### config.mk
export PLATFORM = sky130hd
export DESIGN_NAME = irq_gateway
export DESIGN_NICKNAME = d
export VERILOG_FILES = /design/src/rtl/irq_gateway.sv
export SDC_FILE = /design/constraint.sdc
export NUM_CORES = 1
export LEC_CHECK = 0
export ABC_AREA = 0
export BUFFER_PORTS_ARGS = -buffer_cell sky130_fd_sc_hd__buf_2
export CORE_MARGIN = 10
export CORE_UTILIZATION = 40
export CTS_BUF_LIST = sky130_fd_sc_hd__clkbuf_8
export DETAILED_ROUTE_END_ITERATION = 7
export PLACE_DENSITY_LB_ADDON = 0.12
export SKIP_LAST_GASP = 1
export SYNTH_ARGS = -nofsm -noshare
export SYNTH_HDL_FRONTEND = slang
export SYNTH_SLANG_ARGS = --single-unit
### constraint.sdc
create_clock -name hb_clk -period 1.5 [get_ports hb_clk]
set_input_delay 0.15 -clock hb_clk [delete_from_list [all_inputs] [get_ports hb_clk]]
set_output_delay 0.15 -clock hb_clk [all_outputs]
set_load 0.05 [all_outputs]
### src/rtl/irq_gateway.sv
// irq_gateway: conditions raw interrupt lines (sync, glitch filter, polarity,
// level/edge latching) into clean requests for the interrupt controller.
// Register map on addr[3:2]: 0 MODE, 1 POLARITY, 2 PENDING (W1C), 3 FILTER.

package xt_bus_pkg;
  typedef struct packed {
    logic [31:0] waddr;
    logic [31:0] raddr;
    logic [31:0] wdata;
  } hb_slave_t;

  typedef struct packed {
    logic wen;
    logic ren;
  } sel_t;
endpackage

module irq_gateway
  import xt_bus_pkg::*;
#(
  parameter int INT_NUM     = 32,
  parameter int SYNC_STAGES = 2
) (
  input  logic               hb_clk,
  input  logic               rst_sync,
  input  hb_slave_t          xt_hb,
  input  sel_t               sel,
  output logic [31:0]        rdata,
  input  logic [INT_NUM-1:0] irq_in,
  output logic [INT_NUM-1:0] irq_source
);

  localparam logic [1:0] A_MODE = 2'd0;
  localparam logic [1:0] A_POL  = 2'd1;
  localparam logic [1:0] A_PEND = 2'd2;
  localparam logic [1:0] A_FILT = 2'd3;

  logic [INT_NUM-1:0]                  r_mode, r_pol, r_pend, r_prev, r_filt;
  logic [3:0]                          r_filter;
  logic [SYNC_STAGES-1:0][INT_NUM-1:0] r_sync;
  logic [INT_NUM-1:0][3:0]             r_cnt;
  logic [31:0]                         r_rdata;

  logic               w_wr_mode, w_wr_pol, w_wr_pend, w_wr_filt;
  logic [INT_NUM-1:0] w_wdata, w_s, w_act, w_set, w_w1c, w_mchg;
  logic [31:0]        w_rd;
  logic               w_unused;

  // Only addr[3:2] and the low wdata bits matter; the rest is bus baggage.
  assign w_unused  = ^xt_hb;

  assign w_wdata   = xt_hb.wdata[INT_NUM-1:0];
  assign w_wr_mode = sel.wen && (xt_hb.waddr[3:2] == A_MODE);
  assign w_wr_pol  = sel.wen && (xt_hb.waddr[3:2] == A_POL);
  assign w_wr_pend = sel.wen && (xt_hb.waddr[3:2] == A_PEND);
  assign w_wr_filt = sel.wen && (xt_hb.waddr[3:2] == A_FILT);

  assign w_s   = r_sync[SYNC_STAGES-1];
  assign w_act = r_filt ^ r_pol;
  // Rising edge of the active sense, only meaningful for edge-mode sources.
  assign w_set = r_mode & w_act & ~r_prev;
  // W1C only touches edge latches; level bits have no latch to clear.
  assign w_w1c = w_wr_pend ? (w_wdata & r_mode) : '0;
  // Switching a source's mode discards whatever its latch held.
  assign w_mchg = w_wr_mode ? (w_wdata ^ r_mode) : '0;

  assign irq_source = (r_mode & r_pend) | (~r_mode & w_act);
  assign rdata      = r_rdata;

  // Control registers: MODE / POLARITY / FILTER written from the bus.
  always_ff @(posedge hb_clk) begin
    if (rst_sync) begin
      r_mode   <= '0;
      r_pol    <= '0;
      r_filter <= '0;
    end else begin
      if (w_wr_mode) r_mode   <= w_wdata;
      if (w_wr_pol)  r_pol    <= w_wdata;
      if (w_wr_filt) r_filter <= xt_hb.wdata[3:0];
    end
  end

  // Synchronizer chains: one flop column per stage, all sources in parallel.
  always_ff @(posedge hb_clk) begin
    if (rst_sync) r_sync <= '0;
    else          r_sync <= {r_sync[SYNC_STAGES-2:0], irq_in};
  end

  // Glitch filter: a change must hold FILTER+1 cycles; any revert restarts it.
  always_ff @(posedge hb_clk) begin
    if (rst_sync) begin
      r_filt <= '0;
      r_cnt  <= '0;
    end else begin
      for (int i = 0; i < INT_NUM; i++) begin
        if (w_s[i] == r_filt[i]) begin
          r_cnt[i] <= '0;
        end else if (r_cnt[i] == r_filter) begin
          r_filt[i] <= w_s[i];
          r_cnt[i]  <= '0;
        end else begin
          r_cnt[i] <= r_cnt[i] + 4'd1;
        end
      end
    end
  end

  // Edge latches: set beats W1C, a mode change beats both.
  always_ff @(posedge hb_clk) begin
    if (rst_sync) begin
      r_prev <= '0;
      r_pend <= '0;
    end else begin
      r_prev <= w_act;
      r_pend <= ((r_pend & ~w_w1c) | w_set) & ~w_mchg;
    end
  end

  // Read mux: addressed register, zero-extended to 32 bits.
  always_comb begin
    w_rd = '0;
    case (xt_hb.raddr[3:2])
      A_MODE:  w_rd[INT_NUM-1:0] = r_mode;
      A_POL:   w_rd[INT_NUM-1:0] = r_pol;
      A_PEND:  w_rd[INT_NUM-1:0] = irq_source;
      default: w_rd[3:0]         = r_filter;
    endcase
  end

  // Registered read data, held between reads.
  always_ff @(posedge hb_clk) begin
    if (rst_sync)     r_rdata <= '0;
    else if (sel.ren) r_rdata <= w_rd;
  end

endmodule

==> impl_results.md <==
- Status: complete, but fails checks
- Violated checks: setup timing
- Final worst-path cycle share: 1.18
- Max_slew headroom: 0.660
- Via count: 13797
- Vias in the first global route: 13862
- DR vias/cell: 4.93
- Worst skew pair latency: 630 ps
- Worst setup margin: -265 ps
- Pre-CTS WS: -47.4 ps
- Drt wl/cell: 17.7 µm
- Clock Sinks: 388
- Overflow left after global routing: 0
- Final hold violations: 0
- Number of routed nets with antenna violations: 0
- Yosys warnings: 0
- First-pass GRT wire length: 76500 µm
- Asr flop ratio synth: 0
- Post-Syn Area per Cell: 9.44 µm²
- CTS tree: built
- Critical Path Start Type: register
- Max cap viols: 0
- Ratio of cells with drive above 1 in the final layout: 0.351
- # nets final: 2362
- Largest net degree at the start of global routing: 101
- Non-Filler Instances: roughly 2800
- Io pins: 196
- Arrival time at the worst endpoint: 1620 ps
- Core area: 43100 µm²
- Global Route Usage Sum: 0.183
- Pin slew with the least headroom to its limit: 511 ps
- WS Path Type: register to primary output
- Tmin final: 1770 ps
- DRT Wirelength: 49700 µm
- Mapped Cells: 1843
- Area Overhead vs Synth: 41.7%
- Initial antenna violation count: 4
- Sequential cell area: roughly 7900 µm²
- Post-route DRC: 0
- Starting density of the core: 0.404
- # rows: 76
- CTS buffer count: 72
- Final Wtd Congestion: 0.748
- Max Freq: 566 MHz
- EDFF count, synth: 0
- Seq/Total Area, Yosys: 0.447
- Die Wd: 229 µm
- CTS max path bufs: 3
- Filler cell count: 3814
- Hold crit path type: primary input to register
- 1st-pass router iterations: 5
- Setup_tns: -14780 ps
- PortBufs: 135
- Clk root buf: clkbuf_8
- Slew Viols, Final: 0
- Critical Path RT: roughly 1400 ps
- Die ar.: between 50000 and 60000 µm²
- Worst Skew: between 15 and 20 ps
- Clk pin slew, worst setup/hold paths: 60 ps
- Placed Cells: around 2500
- Netlist cell types: 40
- DPL Wire Length: 30500 µm
- Ys flop type: dfxtp_1
- Combined area of the multi-input logic cells: 10900 µm²
- Worst-path maximum fanout: 2
- Pwr dens: 981 nW/µm²
- Max VDD drop: a little over 0.8 mV
- Htree depth: 3
- RSZ-0062 raised after global routing: yes
- Leak: 10.0 nW
- Syn_nets: about 2000
- Setup crit end kind: primary output
- DR iter-0 viols: 637
- Final setup viols: 160
- Chip height: 229 µm
- Synthesized flop and latch total: approximately 390
- Cell Area, Synth: 17400 µm²
[cell usage in the layout (no fill, tap or decap), types with 22 or more instances in the layout]
cell	count
o211ai_1	26
xor2_1	52
a32oi_1	32
mux2i_1	36
dfxtp_2	71
ha_1	64
nand3_1	59
a21oi_1	94
nand2b_1	28
dlygate4sd3_1	74
nor2_1	96
xnor2_1	64
o31ai_1	28
a211oi_1	36
nor2b_1	96
buf_6	27
nand2_1	220
buf_2	95
nor2_2	66
dfxtp_1	299
xor2_2	99
mux2_4	22
clkbuf_8	94
inv_1	88
or3_4	32
nor4_4	28
buf_12	36
buf_8	23
nor3_1	24
buf_4	72
xor2_4	41
[path summary, 6_finish.rpt]
path | to | slack (ps) | depth (start not counted) | start
max | irq_source[7] | -270 | 3 | r_pol[7]$_SDFFE_PP0P_
min | rdata[20]$_SDFFE_PP0P_ | 90 | 4 | xt_hb[34]
max reg2reg | r_filt[12]$_SDFFE_PP0P_ | -130 | 6 | r_filter[0]$_SDFFE_PP0P_
min reg2reg | w_s[9]$_SDFF_PP0_ | 430 | 1 | r_sync[9]$_SDFF_PP0_
[stage by stage]
step                      hold WS (ps)  power [mW]  utilization  instance area (µm²)
after floorplan                    278        12.4            -                17400
after global placement             360        13.2        0.444                19100
after detailed placement           364        13.2        0.444                19100
after CTS                         45.7        24.2        0.534                23000
after global routing              98.9        25.2        0.572                24600
final                             94.8        24.2        0.572                24600
[layer usage]
layer,GRT usage,vias up,share of wire
li1,-,6725,-
met1,0.222,6696,0.43
met2,0.314,263,0.50
met3,0.0418,107,0.046
met4,0.0644,6,0.026
met5,0,-,0.00068
[critical path, cell delays in order (launching register included)]
cell     delay (ps)
dfxtp_4         350
xor2_2          180
mux2_4          300
buf_8           160
[cells in the mapped netlist (all sizes together) (28+ instances only)]
cell / n / area share
nand3: 59 / 0.017
mux2i: 36 / 0.021
a211oi: 36 / 0.016
mux2: 30 / 0.019
nand2: 220 / 0.047
xnor2: 64 / 0.032
a32oi: 32 / 0.016
nor2: 168 / 0.036
o31ai: 28 / 0.012
a21oi: 97 / 0.028
dfxtp: 388 / 0.45
inv: 70 / 0.015
ha: 64 / 0.046
xor2: 192 / 0.097
or3: 36 / 0.022
nor2b: 96 / 0.035
nand2b: 30 / 0.011
clkbuf: 48 / 0.010
buf: 40 / 0.019
nor4: 32 / 0.023
[kinds of logic after synthesis]
kind of cell	share of synthesized area
buf+inv	0.0445
simple gates	0.204
flops	0.447
fa+ha+maj	0.0460
xor+xnor	0.129
mux	0.0401
compound gates	0.0901
[power by group]
part	internal [mW]	switching [mW]
Combinational	1.38	1.55
Sequential	10.6	0.250
Clock	5.92	4.51
[timing repair]
| item | in CTS | in global routing |
|---|---|---|
| pin swaps | 78 | 97 |
| gates cloned | 4 | 2 |
| hold endpoints to repair | 161 | 0 |
| endpoints found under the setup margin | 153 | 196 |
| setup buffers | 30 | 24 |
| hold buffers | 74 | 0 |
| resized for setup | 301 | 240 |
[cell type report]
cell class                 instances  area share
inverter                          70      0.0107
multi-input combinational       1297       0.443
tap                              585      0.0297
sequential                       388       0.322
timing repair buffer             337       0.135
antenna                            1    0.000102
clock inverter                    29     0.00741
clock buffer                      94      0.0525
[state kept, by name, summed over array words and instances (netlist names)]
signal / flops
r_mode: 32
rdata: 32
r_pol: 32
r_filter: 4
w_s: 32
r_filt: 32
r_cnt: 128
r_pend: 32
r_prev: 32
r_sync: 32
Power figures use the tool's default switching activity.
